<file path="src/rtl/hamming74_decoder.sv">
// rtl/hamming74_decoder.sv - Hamming(7,4) single-error-correcting decoder, two-stage valid/ready pipeline
//
// Ports:
//   clk, rst                 clock; synchronous active-high reset
//   in_valid/in_ready        input handshake for in_code
//   in_code[6:0]             received codeword {d7,d6,d5,p4,d3,p2,p1}, bit0 = p1
//   out_valid/out_ready      output handshake
//   out_data[3:0]            corrected {d7,d6,d5,d3}
//   out_syndrome[2:0]        {s4,s2,s1} of the received word, 0 = clean
//   out_corrected            syndrome was nonzero and one bit was flipped back
//   cnt_clr                  synchronous clear of err_count (wins over increment)
//   err_count[CNT_W-1:0]     saturating count of delivered corrected words
//
// Double-bit errors produce a nonzero syndrome and are miscorrected; they are
// not distinguishable from single-bit errors with this code.

module hamming74_decoder #(
    parameter int CNT_W = 16
) (
    input  logic             clk,
    input  logic             rst,
    input  logic             in_valid,
    output logic             in_ready,
    input  logic [6:0]       in_code,
    output logic             out_valid,
    input  logic             out_ready,
    output logic [3:0]       out_data,
    output logic [2:0]       out_syndrome,
    output logic             out_corrected,
    input  logic             cnt_clr,
    output logic [CNT_W-1:0] err_count
);

    logic       s1_valid;
    logic [6:0] s1_code;
    logic [2:0] s1_syn;
    logic       s2_valid;
    logic       adv1;
    logic       adv2;
    logic [2:0] syn_in;
    logic [6:0] fixed_code;

    assign adv2     = !s2_valid || out_ready;
    assign adv1     = !s1_valid || adv2;
    assign in_ready = adv1;
    assign out_valid = s2_valid;

    // Each syndrome bit covers the positions whose 1-based index has that bit set.
    assign syn_in = {in_code[3] ^ in_code[4] ^ in_code[5] ^ in_code[6],
                     in_code[1] ^ in_code[2] ^ in_code[5] ^ in_code[6],
                     in_code[0] ^ in_code[2] ^ in_code[4] ^ in_code[6]};

    // The syndrome is the 1-based position of the flipped bit.
    always_comb begin
        fixed_code = s1_code;
        if (s1_syn != 3'd0) begin
            fixed_code = s1_code ^ (7'd1 << (s1_syn - 3'd1));
        end
    end

    // Stage 1: register the received word and its syndrome.
    always_ff @(posedge clk) begin
        if (rst) begin
            s1_valid <= 1'b0;
            s1_code  <= 7'd0;
            s1_syn   <= 3'd0;
        end else if (adv1) begin
            s1_valid <= in_valid;
            if (in_valid) begin
                s1_code <= in_code;
                s1_syn  <= syn_in;
            end
        end
    end

    // Stage 2: corrected data. Fields load only when a valid word moves in,
    // so a stalled output keeps its value.
    always_ff @(posedge clk) begin
        if (rst) begin
            s2_valid      <= 1'b0;
            out_data      <= 4'd0;
            out_syndrome  <= 3'd0;
            out_corrected <= 1'b0;
        end else if (adv2) begin
            s2_valid <= s1_valid;
            if (s1_valid) begin
                out_data      <= {fixed_code[6], fixed_code[5], fixed_code[4], fixed_code[2]};
                out_syndrome  <= s1_syn;
                out_corrected <= (s1_syn != 3'd0);
            end
        end
    end

    always_ff @(posedge clk) begin
        if (rst || cnt_clr) begin
            err_count <= '0;
        end else if (out_valid && out_ready && out_corrected && (err_count != {CNT_W{1'b1}})) begin
            err_count <= err_count + 1'b1;
        end
    end

endmodule
</file>
<file path="config.mk">
export PLATFORM = sky130hd
export DESIGN_NAME = hamming74_decoder
export DESIGN_NICKNAME = d
export VERILOG_FILES = /design/src/rtl/hamming74_decoder.sv
export SDC_FILE = /design/constraint.sdc
export NUM_CORES = 1
export LEC_CHECK = 0
export CAP_MARGIN = 30
export CORE_MARGIN = 3
export CORE_UTILIZATION = 45
export DETAILED_ROUTE_END_ITERATION = 6
export HOLD_SLACK_MARGIN = 0.1
export PLACE_DENSITY_LB_ADDON = 0.3
export SYNTH_ARGS = -nofsm -noshare
export SYNTH_HDL_FRONTEND = slang
export SYNTH_SLANG_ARGS = --single-unit
</file>
<file path="constraint.sdc">
create_clock -name clk -period 2.09 [get_ports clk]
set_clock_uncertainty 0.1 [all_clocks]
set_input_delay 0.418 -clock clk [delete_from_list [all_inputs] [get_ports clk]]
set_output_delay 0.418 -clock clk [all_outputs]
set_load 0.05 [all_outputs]
</file>
==> results.json <==
{
  "cts_tree": "yes",
  "synth.cell_area_mm2": 0.00162,
  "period_share_pct": 97.6,
  "grt_max_degree": 18,
  "die-area_mm2": 0.00436,
  "pin_count": 38,
  "rows": 21,
  "cp.arrival_ns": 1.52,
  "power_leakage_nw": 0.815,
  "clkTransAtPathRegs_ns": 0.09,
  "reg2reg_depth": 5,
  "syn2layout_area_growth_pct": 29.9,
  "rr_endpoint": "err_count[13]$_SDFFE_PP0P_",
  "combPwrFrac_pct": 14.6,
  "cp_data_required_time_ns": 1.57,
  "antenna_found_initial": 0,
  "finalWirelength_um": 3560,
  "total_power_mw": 1.19,
  "clkPwrFrac_pct": 29.1,
  "worst-path-stages": 1,
  "insertion_delay_ns": 0.34,
  "dp_slack_ns": -0.0877,
  "rsz0062_at_grt": "no",
  "num_antenna_cells": 0,
  "seq_area_frac_synth_pct": 40.7,
  "synth_fp_nets": 193,
  "layout-drive-gt1-share_pct": 17.8,
  "critPathCapture": "err_count[0]",
  "layout_setup_ws_ns": 0.0492,
  "numCtsBuffers": 5,
  "start_util_pct": 47.5,
  "routabilityCongestion": 0.804,
  "synthFlopType": "dfxtp_1",
  "grt-ovfl-total": 0,
  "postRouteAntennaNets": 0,
  "fin_nets": 237,
  "drt-initial-drc-count": 83,
  "postSynth.asyncResetShare_pct": 0,
  "synth_edf_count": 0,
  "power_frac_seq_pct": 56.3,
  "drv_slew": 0,
  "final_cell_mix": "dfxtp_1, nor2_1, clkdlybuf4s50_1",
  "crit_buf_inv": 1,
  "port_buffers": 37,
  "slew_headroom_pct": 61.1,
  "synthCells": 180,
  "synth_warnings": 0,
  "die_w_um": 66.1,
  "grt_first_pass_wirelength_um": 6100,
  "critical_path.cell_chain": "clkdlybuf4s50_1",
  "drc": 0,
  "wl_per_cell_um": 13.1,
  "regToRegSetupSlack_ns": 0.24,
  "cts_htree_levels": 2,
  "die_h_um": 66.1,
  "maxCapViolations": 0,
  "dr_total_vias": 1480,
  "dp_hpwl_um": 2760,
  "synth_cell_types": 40,
  "start_kind": "flop",
  "p_sw_share_pct": 27.7,
  "gr-usage-all-layers_pct": 18.0,
  "p_int_uw": 863,
  "holdWs_ns": 0.370,
  "startpoint": "err_count[0]$_SDFFE_PP0P_",
  "first_pass_iters": 4,
  "clkSinkCount": 33,
  "min_path_type": "flop to flop",
  "post-route-util_pct": 61.7,
  "cp_slowest_stage_delay_ns": 0.81,
  "hold_viol_final": 0,
  "clk_path_buf_depth": 2,
  "finalSetupViolCount": 0,
  "cts_root_buf": "clkbuf_4",
  "path_max_fanout": 5,
  "core_mm2": 0.00342,
  "status": "finished, final reports clean",
  "grt_pass1_vias": 1410,
  "synth_seq_cells": 33,
  "r2r-start": "err_count[0]$_SDFFE_PP0P_",
  "critPathTopFamily": "buffers and inverters",
  "min_period_ns": 2.04,
  "fmax_ghz": 0.490,
  "endpoint_kind": "primary output",
  "viasPerCell": 5.46,
  "worstSetupPathType": "flop to primary output",
  "powerDensity_mw_per_mm2": 567,
  "crit_slowest_cell": "clkdlybuf4s50_1",
  "switchingPower_uw": 331,
  "final_common_cell": "dfxtp_1",
  "avgSynthCellArea_um2": 9.02,
  "tightest_slew_ns": 0.579,
  "worst_ir_drop_vdd_uv": 423,
  "min_path_cells": 2,
  "tns_ns": 0
}
-- what timing repair did --
action | 4_1_cts | 5_1_grt
resized for setup | 5 | 1
buffers inserted | 0 | 0
endpoints found under the setup margin | 5 | 1
gates cloned | 0 | 0
hold buffers | 0 | 0
hold endpoints to repair | 0 | 0
-- layer usage --
metal	up-vias	wire, um	GRT usage, %
met5	-	0	0
met4	0	88	8.88
met3	10	151	3.91
met2	35	1850	33.0
met1	684	1460	19.2
li1	751	-	-
-- worst min-delay path by stage --
stage                     slack (ns)                   from                endpoint
after floorplan                 0.33  s1_valid$_SDFFE_PP0P_  out_valid$_SDFFE_PP0P_
after global placement          0.34  s1_valid$_SDFFE_PP0P_  out_valid$_SDFFE_PP0P_
after detailed placement        0.37  s1_valid$_SDFFE_PP0P_  out_valid$_SDFFE_PP0P_
after CTS                       0.39  s1_valid$_SDFFE_PP0P_  out_valid$_SDFFE_PP0P_
after global routing            0.40  s1_valid$_SDFFE_PP0P_  out_valid$_SDFFE_PP0P_
final                           0.37  s1_valid$_SDFFE_PP0P_  out_valid$_SDFFE_PP0P_
-- synth_stat cells, types with 4 or more instances --
cell	n	share of area, %
nand3_1	6	1.9
nor2_1	21	4.9
a21oi_1	10	3.1
o21a_1	4	1.9
dfxtp_1	33	41
o31ai_1	5	2.3
a211oi_1	8	3.7
or3_1	8	3.1
mux2i_1	8	4.9
xnor2_1	12	6.5
clkbuf_1	4	0.92
nand4_1	4	1.5
nand2_1	12	2.8
-- area by class of cell --
class	count	area (um^2)
clock inverter	1	7.51
tap	46	57.6
clock buffer	7	45.0
timing repair buffer	45	412
fill	309	1310
inverter	3	11.3
sequential	33	664
multi-input combinational	136	911
-- cells by family after synthesis --
family,Yosys count,synth area share (%)
AND/OR/NAND/NOR,76,27.4
AO/OA/AOI/OAI,38,16.0
flip-flops,33,40.7
XOR/XNOR,13,7.02
buffers and inverters,11,3.16
multiplexers,8,4.93
adder cells (fa/ha/maj),1,0.771
-- sequential cells by signal, summed over array words and instances, names as in the netlist --
| name | flops |
|---|---|
| s1_syn | 3 |
| out_data | 4 |
| out_syndrome | 3 |
| err_count | 16 |
| out_corrected | 1 |
| out_valid | 1 |
| s1_code | 4 |
| s1_valid | 1 |
-- metrics by stage --
stage | cell area (um^2) | instances
after detailed placement | 2060 | 263
after CTS | 2110 | 271
final | 2110 | 271
after global placement | 2060 | 263
after global routing | 2110 | 271
after floorplan | 1630 | 180
-- power by group through the flow --
stage	logic (mW)	registers (mW)	clock network (mW)
3_3_place_gp	0.174	0.686	0
4_1_cts	0.177	0.673	0.363
3_5_place_dp	0.177	0.688	0
5_1_grt	0.191	0.678	0.385
2_1_floorplan	0.0806	0.718	0
6_report	0.175	0.673	0.347
-- worst reg2reg max path, cell delays in order, from the launching register on --
cell	delay, ns
dfxtp_2	0.37
ha_1	0.23
nand4_2	0.22
nor3_1	0.56
or4_1	0.20
a21oi_1	0.06
Power figures use the tool's default switching activity.
